<file path="src/rtl/chunk_serial_subtractor.sv">
// chunk_serial_subtractor: computes d = a - b - bin over NCH = WIDTH/CHUNK cycles,
// one CHUNK-bit slice per clock, LSB chunk first, borrow carried in a register.
//
// Ports:
//   clk, rst            rising-edge clock, synchronous active-high reset
//   in_valid/in_ready   operand handshake (a, b, bin); ready only while idle
//   out_valid/out_ready result handshake (d, bo, ovf); result held until taken
//   a, b, bin           minuend, subtrahend, borrow-in
//   d, bo               registered difference and borrow-out of the MSB
//   ovf                 signed overflow, only when SUB_OVERFLOW_EN is defined
//
// Optional feature macro: SUB_OVERFLOW_EN (adds ovf port and its logic).
module chunk_serial_subtractor #(
    parameter int WIDTH = 16,
    parameter int CHUNK = 4
) (
    input  logic             clk,
    input  logic             rst,
    input  logic             in_valid,
    output logic             in_ready,
    input  logic [WIDTH-1:0] a,
    input  logic [WIDTH-1:0] b,
    input  logic             bin,
    output logic             out_valid,
    input  logic             out_ready,
    output logic [WIDTH-1:0] d,
    output logic             bo
`ifdef SUB_OVERFLOW_EN
    ,
    output logic             ovf
`endif
);

    localparam int NCH = WIDTH / CHUNK;
    localparam int IW  = (NCH > 1) ? $clog2(NCH) : 1;

    localparam logic [IW-1:0] LAST = IW'(NCH - 1);

    localparam logic [1:0] IDLE = 2'd0;
    localparam logic [1:0] CALC = 2'd1;
    localparam logic [1:0] DONE = 2'd2;

    logic [1:0]       state;
    logic [WIDTH-1:0] a_q;
    logic [WIDTH-1:0] b_q;
    logic             brw_q;
    logic [IW-1:0]    idx;
    logic [CHUNK:0]   diff;

    assign in_ready  = (state == IDLE);
    assign out_valid = (state == DONE);

    // Operands shift right each CALC cycle, so the live chunk is always
    // the low CHUNK bits. The top bit of the CHUNK+1 wide difference is
    // the borrow out of this slice.
    always_comb begin
        diff = {1'b0, a_q[CHUNK-1:0]}
             - {1'b0, b_q[CHUNK-1:0]}
             - (CHUNK+1)'(brw_q);
    end

    always_ff @(posedge clk) begin
        if (rst) begin
            state <= IDLE;
            a_q   <= '0;
            b_q   <= '0;
            brw_q <= 1'b0;
            idx   <= '0;
            d     <= '0;
            bo    <= 1'b0;
`ifdef SUB_OVERFLOW_EN
            ovf   <= 1'b0;
`endif
        end else begin
            case (state)
                IDLE: begin
                    if (in_valid) begin
                        a_q   <= a;
                        b_q   <= b;
                        brw_q <= bin;
                        idx   <= '0;
                        state <= CALC;
                    end
                end
                CALC: begin
                    d[idx*CHUNK +: CHUNK] <= diff[CHUNK-1:0];
                    brw_q <= diff[CHUNK];
                    a_q   <= a_q >> CHUNK;
                    b_q   <= b_q >> CHUNK;
                    if (idx == LAST) begin
                        bo    <= diff[CHUNK];
                        idx   <= '0;
                        state <= DONE;
`ifdef SUB_OVERFLOW_EN
                        // On the last slice a_q/b_q hold the operand MSBs.
                        // Overflow only when signs differ and the result
                        // sign departs from the minuend sign.
                        ovf <= (a_q[CHUNK-1] ^ b_q[CHUNK-1])
                             & (a_q[CHUNK-1] ^ diff[CHUNK-1]);
`endif
                    end else begin
                        idx <= idx + 1'b1;
                    end
                end
                DONE: begin
                    if (out_ready) begin
                        state <= IDLE;
                    end
                end
                default: begin
                    state <= IDLE;
                end
            endcase
        end
    end

endmodule
</file>
<file path="config.mk">
export PLATFORM = sky130hd
export DESIGN_NAME = chunk_serial_subtractor
export DESIGN_NICKNAME = d
export VERILOG_FILES = /design/src/rtl/chunk_serial_subtractor.sv
export SDC_FILE = /design/constraint.sdc
export NUM_CORES = 1
export LEC_CHECK = 0
export CAP_MARGIN = 20
export CORE_UTILIZATION = 45
export CTS_BUF_LIST = sky130_fd_sc_hd__clkbuf_8
export CTS_CLUSTER_SIZE = 40
export DETAILED_ROUTE_END_ITERATION = 8
export PLACE_DENSITY = 0.73
export SYNTH_ARGS = -nofsm -noshare
export SYNTH_HDL_FRONTEND = slang
export SYNTH_SLANG_ARGS = --single-unit
</file>
<file path="constraint.sdc">
create_clock -name clk -period 4.25 [get_ports clk]
set_input_delay 0.425 -clock clk [delete_from_list [all_inputs] [get_ports clk]]
set_output_delay 0.425 -clock clk [all_outputs]
set_load 0.005 [all_outputs]
</file>
---- Yosys cells after proc, flatten, opt, wreduce, memory -nomap -nowiden ----
Index checks and enable logic that the tools add are counted.
word-level totals
  register bits ........................... 54
  output and inout port bits .............. 19
  word-level logic and storage cells ...... 38
operators by class
  multiplexer cells ....................... 14
  equal/unequal tests ..................... 6
  reductions and logical operators ........ 5
  shift operators ......................... 2
  add/sub/neg operators ................... 4
operators by type and width
  operator                                               number
  one-hot mux 16 bit (2 select lines)                    2
  negation 4 -> 34 bit                                   1
  variable shift 4 x 34 -> 16 bit, first input constant  1
  indexed part select 4 x 34 -> 16 bit                   1
  2-to-1 mux 16 bit                                      2
  bitwise mux 16 bit                                     1
  2-to-1 mux 2 bit                                       5
  one-hot mux 2 bit (3 select lines)                     1
  subtractor 4 x 4 -> 5 bit                              1
  subtractor 5 x 1 -> 5 bit                              1
  equality test 2 bit, second input constant             2
  != test 2 bit, second input constant                   2
  one-hot mux 2 bit (2 select lines)                     1
  AND reduction 2 bit                                    2
  AND reduction 3 bit                                    1
  adder 2 x 1 -> 2 bit, second input constant            1
  equality test 2 x 1 -> 1 bit, second input constant    1
  zero test 2 bit                                        1
  != test 2 x 1 -> 1 bit, second input constant          1
  one-hot mux 1 bit (2 select lines)                     1
  nonzero test 2 bit                                     1
  2-to-1 mux 1 bit                                       1

---- Logic depth before layout (Yosys ltp) ----
  depth in word-level cells ............... 4
  depth in mapped cells ................... 10
  depth with buffers taken out ............ 10

---- Worst setup path before layout ----
No wires, ideal clock.
  path type ............................... register -> register
  from .................................... register a_q[0]
  to ...................................... register brw_q
  required time ........................... 4.149 ns
  stages on the path, launching flop included .. 11
  library setup time ...................... 0.101 ns
  arrival time ............................ 2.424 ns
  buffers on the path ..................... 0
  setup slack ............................. 1.725 ns
  path through ............................ dfxtp_1 inv_1 fa_1 inv_1 ha_1 or2_2 fa_1 nand2b_1 a21oi_1 xnor2_1 o41ai_1
between the ends
  longest elaborated chain between the ends .. 3
RTL lines
  element                             RTL line  RTL
  start, declared                     44        logic [WIDTH-1:0] a_q;
  start signal, assigned              88        a_q <= a_q >> CHUNK;
  subtractor 4 x 4 -> 5 bit           58        - {1'b0, b_q[CHUNK-1:0]}
  subtractor 5 x 1 -> 5 bit           59        - (CHUNK+1)'(brw_q);
  one-hot mux 1 bit (2 select lines)  75        case (state)
  end signal, assigned                80        brw_q <= bin;
  end signal, assigned                87        brw_q <= diff[CHUNK];
  end, declared                       46        logic brw_q;
Every way passes these cells.
A chain may end at the register's enable or synchronous reset.

---- Worst setup path in the final report ----
Same ends and word-level chain as after synthesis.

==> impl_metrics.ini <==
[final_layout]
drive_gt1_share_pct = 5.60
areaGrowthSynthToFinish_pct = 26.1
fillers = 466
final_cell_mix = nand2_1 (58), dfxtp_1 (54), clkdlybuf4s50_1 (54)
final_common_cell = nand2_1
insertedDiodeCount = 0
fin_nets = 389

[yosys]
yosys_warnings = 0
ys_ff_latch = 54
synth.top_cell.area_share_pct = 43.2
synthTopCellsByArea = dfxtp_1 (43%), a311oi_1 (8.8%), nand2_1 (8.7%), nor2_1 (7.5%), a22oi_1 (6.3%)
synth_edf_count = 0
synth.avg_cell_area_sq_um = 8.51
synth_ff_type = dfxtp_1
synth_cell_types = 32
synth_fp_nets = 345
seq_area_frac_synth_pct = 43.2
synthCells = 294
syn_area_sq_um = 2500
async_flop_share_pct = 0
synth_top_area_cell = dfxtp_1

[pwr]
power_frac_seq_pct = 51.7
p_total_mw = 1.08
intPower_uw = 773
power.density_nw_per_um2 = 342
peakVddDrop_mv = 0.167
leakage_nw = 1.19
power.switching_uw = 305
clockPowerShare_pct = 27.3
p_sw_share_pct = 28.3
p_comb_share_pct = 21.0

[floorplanning]
row_count = 26
die_h_microns = 76.6
die_x_microns = 76.6
die_area_sq_um = 5860
io_pins = 56
start_util_pct = 47.8
core_sq_um = 5240

[global_routing]
antenna_found_initial = 0
grt_pass1_vias = 1999
grt_max_degree = 53
grtUsageTotal_pct = 18.4
grt_overflow_total = 0
grt_pass1_wl_mm = 8.87

[timing]
finalSetupTns_ns = 0
rsz0062_at_grt = false
timing.final.max_slew_violations = 0
finalSetupViolations = 0
fmax_mhz = 379
finalCriticalPeriod_ns = 2.64
tightest_slew_ns = 0.945
hold_violations = 0
finalCritPeriodShare_pct = 62.2
skew_ns = 0.00695
maxSlewHeadroom_pct = 36.8

[routing]
ant_nets = 0
dr.max_layer_used = met4
wl_met1_mm = 2.47
via_per_inst = 5.10
wl_per_cell_microns = 12.4
drc_errors = 0
num_vias = 2085
dr.pass1.iters = 4
wl_mm = 5.09
wl_met3_microns = 162
drt_iter0_drc = 100
routed-wl-met2_mm = 2.41

[clock_tree]
cts.sinks = 54
ctsHoldBuffers = 0
clk_latency_ns = 0.30
cts_buffer_depth = 2
numCtsBuffers = 5
cts_resized = 0
path_clk_slew_ns = 0.10
htreeDepth = 2
cts_tree = built
cts_root_buffer = clkbuf_8
cts_setup_buffers = 0

[placement]
gp_congestion = 0.763
dp_hpwl_mm = 3.66
place.port_buffers = 55

[setup_path]
path_cells = inv_1 -> fa_1 -> inv_1 -> ha_1 -> or2_2 -> fa_1 -> nand2b_1 -> a21oi_1 -> xnor2_1 -> o41ai_1
path_class = reg2reg
crit_fanout = 2
cp_num_buf_inv = 2
slowest_stage = fa_1
crit_family = adder cells
reg2reg_slack_ns = 1.61
required_ns = 4.46
cp-end-kind = flip-flop
cpPeakStageDelay_ns = 0.55
start_kind = flip-flop
cp.arrival_ns = 2.85

[outcome]
outcome = completed

[run]
maxCapViolCount = 0

[min_path]
hp-class = reg2reg
[cells by family (layout without fill, tap and decap cells)]
family / count (synthesis) / count (layout) / share of synthesized area (%)
and+or+nand+nor: 128 / 128 / 23.2
AOI/OAI and AO/OA: 58 / 58 / 17.8
DFF: 54 / 54 / 43.2
buffers and inverters: 35 / 80 / 6.50
adders and majority gates: 14 / 14 / 7.60
xor gates and xnor gates: 4 / 4 / 1.40
muxes: 1 / 1 / 0.400
[stage by stage]
stage | std cells | area, sq um | hold WS, ns | util, % | setup slack (ns)
5_1_grt | 409 | 3160 | 0.495 | 60.2 | 1.39
4_1_cts | 408 | 3140 | 0.478 | 60.0 | 1.60
3_5_place_dp | 400 | 3050 | 0.464 | 58.1 | 1.60
6_report | 409 | 3160 | 0.474 | 60.2 | 1.61
2_1_floorplan | 294 | 2500 | 0.453 | - | 1.72
3_3_place_gp | 400 | 3050 | 0.445 | 58.1 | 1.66
[cell usage after synthesis (all sizes together), types with 2 or more instances]
cell type  count
nand3          4
nor4           2
buf           15
fa             2
clkbuf         6
nand2         58
dfxtp         54
nand2b         3
nand3b         2
xnor2          3
ha            12
nor2          50
nor3           3
a22oi         21
a311oi        25
nor4b          2
nor2b          2
o21ai          5
inv           13
a21oi          4
[layout make-up]
class                      count  area, sq um  area share [%]
clock inverter                 2         12.5           0.397
multi-input combinational    205         1260            40.0
tap                           70         87.6            2.78
clock buffer                   6         82.6            2.62
sequential                    54         1080            34.3
inverter                      14         52.6            1.67
timing repair buffer          58          576            18.2
[layer usage]
metal	vias up	GRT usage (%)
met2	49	31.4
met5	-	0
met3	5	2.51
met1	935	24.1
met4	0	5.77
li1	1096	-
[worst min-delay path: cells and delay by family, from the launching register on]
kind            cells  cell delay [ns]
compound gates      1             0.06
simple gates        1             0.06
flops               1             0.32
[registers in the layout, summed over array words and instances, names as in the netlist]
| register | count |
|---|---|
| idx | 2 |
| bo | 1 |
| d | 16 |
| b_q | 16 |
| brw_q | 1 |
| state | 2 |
| a_q | 16 |
[power by group through the flow]
stage | Combinational [mW] | Clock (mW) | Sequential (mW)
after floorplan | 0.156 | 0 | 0.564
after global placement | 0.223 | 0 | 0.568
after detailed placement | 0.227 | 0 | 0.569
after CTS | 0.228 | 0.302 | 0.557
after global routing | 0.257 | 0.324 | 0.562
final | 0.226 | 0.294 | 0.557
[final timing paths]
kind	startpoint	endpoint	cells past startpoint
max reg2reg	a_q[0]	brw_q	10
min reg2reg	d[7]	d[7]	2
min	d[7]	d[7]	2
max	a_q[0]	brw_q	10
(Power assumes the default switching activity.)
